==> config.mk <==
export PLATFORM = sky130hd
export DESIGN_NAME = heartbeat_pacer
export DESIGN_NICKNAME = d
export VERILOG_FILES = /design/src/rtl/heartbeat_pacer.sv
export SDC_FILE = /design/constraint.sdc
export NUM_CORES = 1
export LEC_CHECK = 0
export CORE_MARGIN = 2
export CORE_UTILIZATION = 55
export DETAILED_ROUTE_END_ITERATION = 8
export GPL_TIMING_DRIVEN = 0
export PLACE_DENSITY = 0.73
export SLEW_MARGIN = 20
export SYNTH_ARGS = -nofsm -noshare
export SYNTH_HDL_FRONTEND = slang
export SYNTH_SLANG_ARGS = --single-unit
==> constraint.sdc <==
create_clock -name clk -period 3.75 [get_ports clk]
set_clock_uncertainty 0.1 [all_clocks]
set_input_delay 0.75 -clock clk [delete_from_list [all_inputs] [get_ports clk]]
set_output_delay 0.75 -clock clk [all_outputs]
set_load 0.02 [all_outputs]
==> src/rtl/heartbeat_pacer.sv <==
// Heartbeat pacer: turns a 2-bit rate code into a timed lub-dub pulse train.
// All timing is counted in prescaled ticks; rate changes only land on beat boundaries.
module heartbeat_pacer #(
    parameter int PRESCALE      = 10000,
    parameter int PERIOD_FAST   = 400,
    parameter int PERIOD_NORMAL = 750,
    parameter int PERIOD_SLOW   = 1200,
    parameter int PULSE_LEN     = 80,
    parameter int GAP_LEN       = 60
) (
    input  logic       clk,
    input  logic       rst_n,
    input  logic       ena,
    input  logic [1:0] hb_code,
    output logic       beat_o,
    output logic       beat_strobe,
    output logic [1:0] rate_o,
    output logic       active
);

    localparam int TW       = 11;
    localparam int MIN_BEAT = 2 * PULSE_LEN + GAP_LEN;

    localparam logic [15:0]   PRE_LAST   = 16'(PRESCALE - 1);
    localparam logic [TW-1:0] PULSE_LAST = TW'(PULSE_LEN - 1);
    localparam logic [TW-1:0] GAP_LAST   = TW'(GAP_LEN - 1);

    localparam logic [1:0] CODE_NONE = 2'd3;

    // Illegal timing parameters stop elaboration rather than producing a broken beat.
    if (PRESCALE < 1 || PRESCALE > 65536 ||
        PULSE_LEN < 1 || PULSE_LEN >= 2048 ||
        GAP_LEN < 1 || GAP_LEN >= 2048 ||
        PERIOD_FAST   <= MIN_BEAT || PERIOD_FAST   >= 2048 ||
        PERIOD_NORMAL <= MIN_BEAT || PERIOD_NORMAL >= 2048 ||
        PERIOD_SLOW   <= MIN_BEAT || PERIOD_SLOW   >= 2048) begin : g_param_check
        $error("heartbeat_pacer: illegal timing parameters");
    end

    typedef enum logic [2:0] {
        IDLE,
        LUB,
        GAP,
        DUB,
        REST
    } state_t;

    state_t          state;
    logic [15:0]     pre_cnt;
    logic            tick;
    logic [TW-1:0]   phase_tmr;
    logic [TW-1:0]   beat_tmr;

    function automatic logic [TW-1:0] period_last(input logic [1:0] code);
        logic [TW-1:0] p;
        p = TW'(PERIOD_NORMAL - 1);
        case (code)
            2'd0:    p = TW'(PERIOD_FAST - 1);
            2'd2:    p = TW'(PERIOD_SLOW - 1);
            default: p = TW'(PERIOD_NORMAL - 1);
        endcase
        return p;
    endfunction

    assign tick = ena && (pre_cnt == PRE_LAST);

    always_ff @(posedge clk or negedge rst_n) begin
        if (!rst_n) begin
            pre_cnt <= '0;
        end else if (ena) begin
            pre_cnt <= tick ? '0 : pre_cnt + 16'd1;
        end
    end

    // Whole sequencer freezes with ena low, so a paused beat resumes cycle-exact.
    always_ff @(posedge clk or negedge rst_n) begin
        if (!rst_n) begin
            state       <= IDLE;
            phase_tmr   <= '0;
            beat_tmr    <= '0;
            beat_o      <= 1'b0;
            beat_strobe <= 1'b0;
            rate_o      <= CODE_NONE;
            active      <= 1'b0;
        end else if (ena) begin
            beat_strobe <= 1'b0;
            if (tick) begin
                phase_tmr <= phase_tmr + TW'(1);
                beat_tmr  <= beat_tmr + TW'(1);
                case (state)
                    IDLE: begin
                        phase_tmr <= '0;
                        beat_tmr  <= '0;
                        if (hb_code != CODE_NONE) begin
                            state       <= LUB;
                            beat_o      <= 1'b1;
                            beat_strobe <= 1'b1;
                            rate_o      <= hb_code;
                            active      <= 1'b1;
                        end
                    end
                    LUB: begin
                        if (phase_tmr == PULSE_LAST) begin
                            state     <= GAP;
                            beat_o    <= 1'b0;
                            phase_tmr <= '0;
                        end
                    end
                    GAP: begin
                        if (phase_tmr == GAP_LAST) begin
                            state     <= DUB;
                            beat_o    <= 1'b1;
                            phase_tmr <= '0;
                        end
                    end
                    DUB: begin
                        if (phase_tmr == PULSE_LAST) begin
                            state     <= REST;
                            beat_o    <= 1'b0;
                            phase_tmr <= '0;
                        end
                    end
                    REST: begin
                        // Period is start-to-start, so this tick completes the beat.
                        if (beat_tmr == period_last(rate_o)) begin
                            phase_tmr <= '0;
                            beat_tmr  <= '0;
                            if (hb_code != CODE_NONE) begin
                                state       <= LUB;
                                beat_o      <= 1'b1;
                                beat_strobe <= 1'b1;
                                rate_o      <= hb_code;
                            end else begin
                                state  <= IDLE;
                                rate_o <= CODE_NONE;
                                active <= 1'b0;
                            end
                        end
                    end
                    default: begin
                        state     <= IDLE;
                        beat_o    <= 1'b0;
                        rate_o    <= CODE_NONE;
                        active    <= 1'b0;
                        phase_tmr <= '0;
                        beat_tmr  <= '0;
                    end
                endcase
            end
        end
    end

endmodule

==> flow_summary.ini <==
[status]
status = finished clean

[drt]
wl_um = 4610
first_pass_iters = 4
avgViaCountPerCell = 5.76
drc = 0
antenna_left = 0
num_vias = 1871
drt_iter0_markers = 94
post_drt_wl_per_cell_um = 14.2

[pwr]
powerDensity_nw_per_um2 = 361
ir_drop_uv = 281
leakagePower_nw = 1.25

[sta]
slew_viol_final = 0
finalSetupViolCount = 0
fmax_ghz = 0.381
rsz0062_at_grt = false
slew_headroom_pct = 54.4
hold_viol = 0
period_share_pct = 69.9
period_needed_ns = 2.62
tightestPinTransition_ns = 0.681
fin_setup_tns_ns = 0

[finish]
synthToLayoutAreaGrowth_pct = 11.3
diodes = 0
final_common_cell = dfrtp_1
mostFrequentLayoutCells = dfrtp_1, nor2_1, nand2_1
drive_gt1_share_pct = 10.3
utilization_pct = 63.5
fin_area_um2 = 2760
layout.nets = 280

[grt]
grt_max_degree = 34
grt_pass1_wl_um = 8270
antenna_found_initial = 0
grt_pass1_vias = 1776
grt_overflow = 0
grt_use_total_pct = 20.6

[synthesis]
synth_top_family_by_area = simple AND/OR/NAND/NOR gates
synth-edff-count = 0
yosysWarningCount = 0
synth-seq-cells = 46
synth-simple-area-share_pct = 29.1
synth_mux_area_share_pct = 0.453
syn-cell-area_um2 = 2480
syn_inst = 255
yosys_most_used_dff = dfrtp_1
yosysUniqueCellTypes = 48
seq_area_frac_synth_pct = 46.4
avgSynthCellArea_um2 = 9.74
synth_compound_area_share_pct = 9.42
synthXorXnorAreaFrac_pct = 10.2
synthAdderAreaFrac_pct = 1.51
synthArstFlopShare_pct = 100
syn-num-nets = 263

[critical_path]
ff2ff_path_depth = 6
startpoint_type = input port
cp_max_fo = 9
arrival_ns = 2.75
cp-end-kind = register
cp.required_ns = 3.88
critical_path_class = input port to register

[placed_design]
portBuffers = 9
gp_congestion = 0.808
dpl.hpwl_um = 3290
place_area_um2 = 2650

[floorplan]
initial_core_util_pct = 57.0
ios = 10
row_count = 24
fp.dieH_um = 71.2
dieArea_um2 = 5070
fp.coreArea_um2 = 4350
die_w_um = 71.2

[clocking]
ctsResizeCount = 0
holdBufCountCts = 0
path_clk_slew_ns = 0.09
htree_levels = 2
clkLatencyLatePin_ns = 0.30
cts_inserted_buffers = 5
cts_tree = yes
cts.path.max_buffers = 2
clockRootBuffer = clkbuf_8
numClockSinks = 46
post_cts_buffers = 0

[hold_path]
hold_class = input port to asynchronous set/reset pin

[job]
cap_violations = 0
## path summary, 6_finish.rpt
check,from,slack (ns),end
hold reg to reg,pre_cnt[2]$_DFFE_PN0P_,0.40,pre_cnt[2]$_DFFE_PN0P_
min in group clk,pre_cnt[2]$_DFFE_PN0P_,0.40,pre_cnt[2]$_DFFE_PN0P_
setup / recovery,ena,1.13,state[2]$_DFFE_PN0P_
setup reg to reg,beat_tmr[6]$_DFFE_PN0P_,1.45,phase_tmr[10]$_DFFE_PN0P_
hold / removal,rst_n,0.24,state[0]$_DFFE_PN0P_
max in group asynchronous,rst_n,2.83,pre_cnt[4]$_DFFE_PN0P_
## where the power goes
part	total, W	switching, W	internal [W]
Combinational	0.0000804	0.0000395	0.0000408
Sequential	0.000570	0.0000395	0.000530
Clock	0.000348	0.000162	0.000186
## cells in the mapped netlist (3+ instances only)
cell      count  area share (%)
nand2_1      24             3.6
inv_1         9             1.4
dfrtp_1      44              44
nand3_1       9             1.8
xnor2_1      14             4.9
nor2_1       43             6.5
xor2_1       15             5.3
and3_1        6             1.5
and4_1        3             1.1
nor4bb_1      3             1.2
nor3_1       13             2.6
ha_1          3             1.5
o21ai_0      12             2.4
nand4_1       9             2.3
a21o_1        4             1.2
## routing by layer
metal / up-vias / wire length, um / track usage (%)
li1: 930 / - / -
met1: 911 / 2220 / 29.5
met2: 26 / 2180 / 31.6
met3: 4 / 152 / 3.56
met4: 0 / 54 / 7.13
met5: - / 0 / 0
## critical path, stage by stage
cell and delay, ns:
clkdlybuf4s50_1 0.57, and4_1 0.21, buf_2 0.16, nand4_1 0.36, or4_1 0.61, o21ai_0 0.08
## metrics by stage
stage / hold slack [ns] / setup WS, ns / std cells / total power, W
after global routing: 0.266 / 0.942 / 325 / 0.00104
after detailed placement: 0.386 / 0.813 / 317 / 0.000662
after floorplan: 0.354 / 1.61 / 255 / 0.000628
after global placement: 0.378 / 0.579 / 316 / 0.000655
final: 0.238 / 1.13 / 325 / 0.000998
after CTS: 0.245 / 1.12 / 325 / 0.00101
## cells by family after synthesis
family | count (synthesis)
AND/OR/NAND/NOR | 129
flip-flops | 46
AO/OA/AOI/OAI | 32
XOR/XNOR | 29
buffers and inverters | 15
adder cells (fa/ha/maj) | 3
multiplexers | 1
## registers in the layout, summed over array words and instances (netlist names)
signal,flops
active,1
rate_o,2
pre_cnt,16
beat_strobe,1
beat_o,1
phase_tmr,11
beat_tmr,11
state,3
## final cells by class
cell class	instances	area [um2]
flip-flops and latches	46	1150
clock buffers	8	110
well taps	52	65.1
fillers	371	1590
inverters	9	33.8
plain buffers	6	36.3
multi-input cells	194	1260
repair buffers	10	105
(Power assumes the default switching activity.)
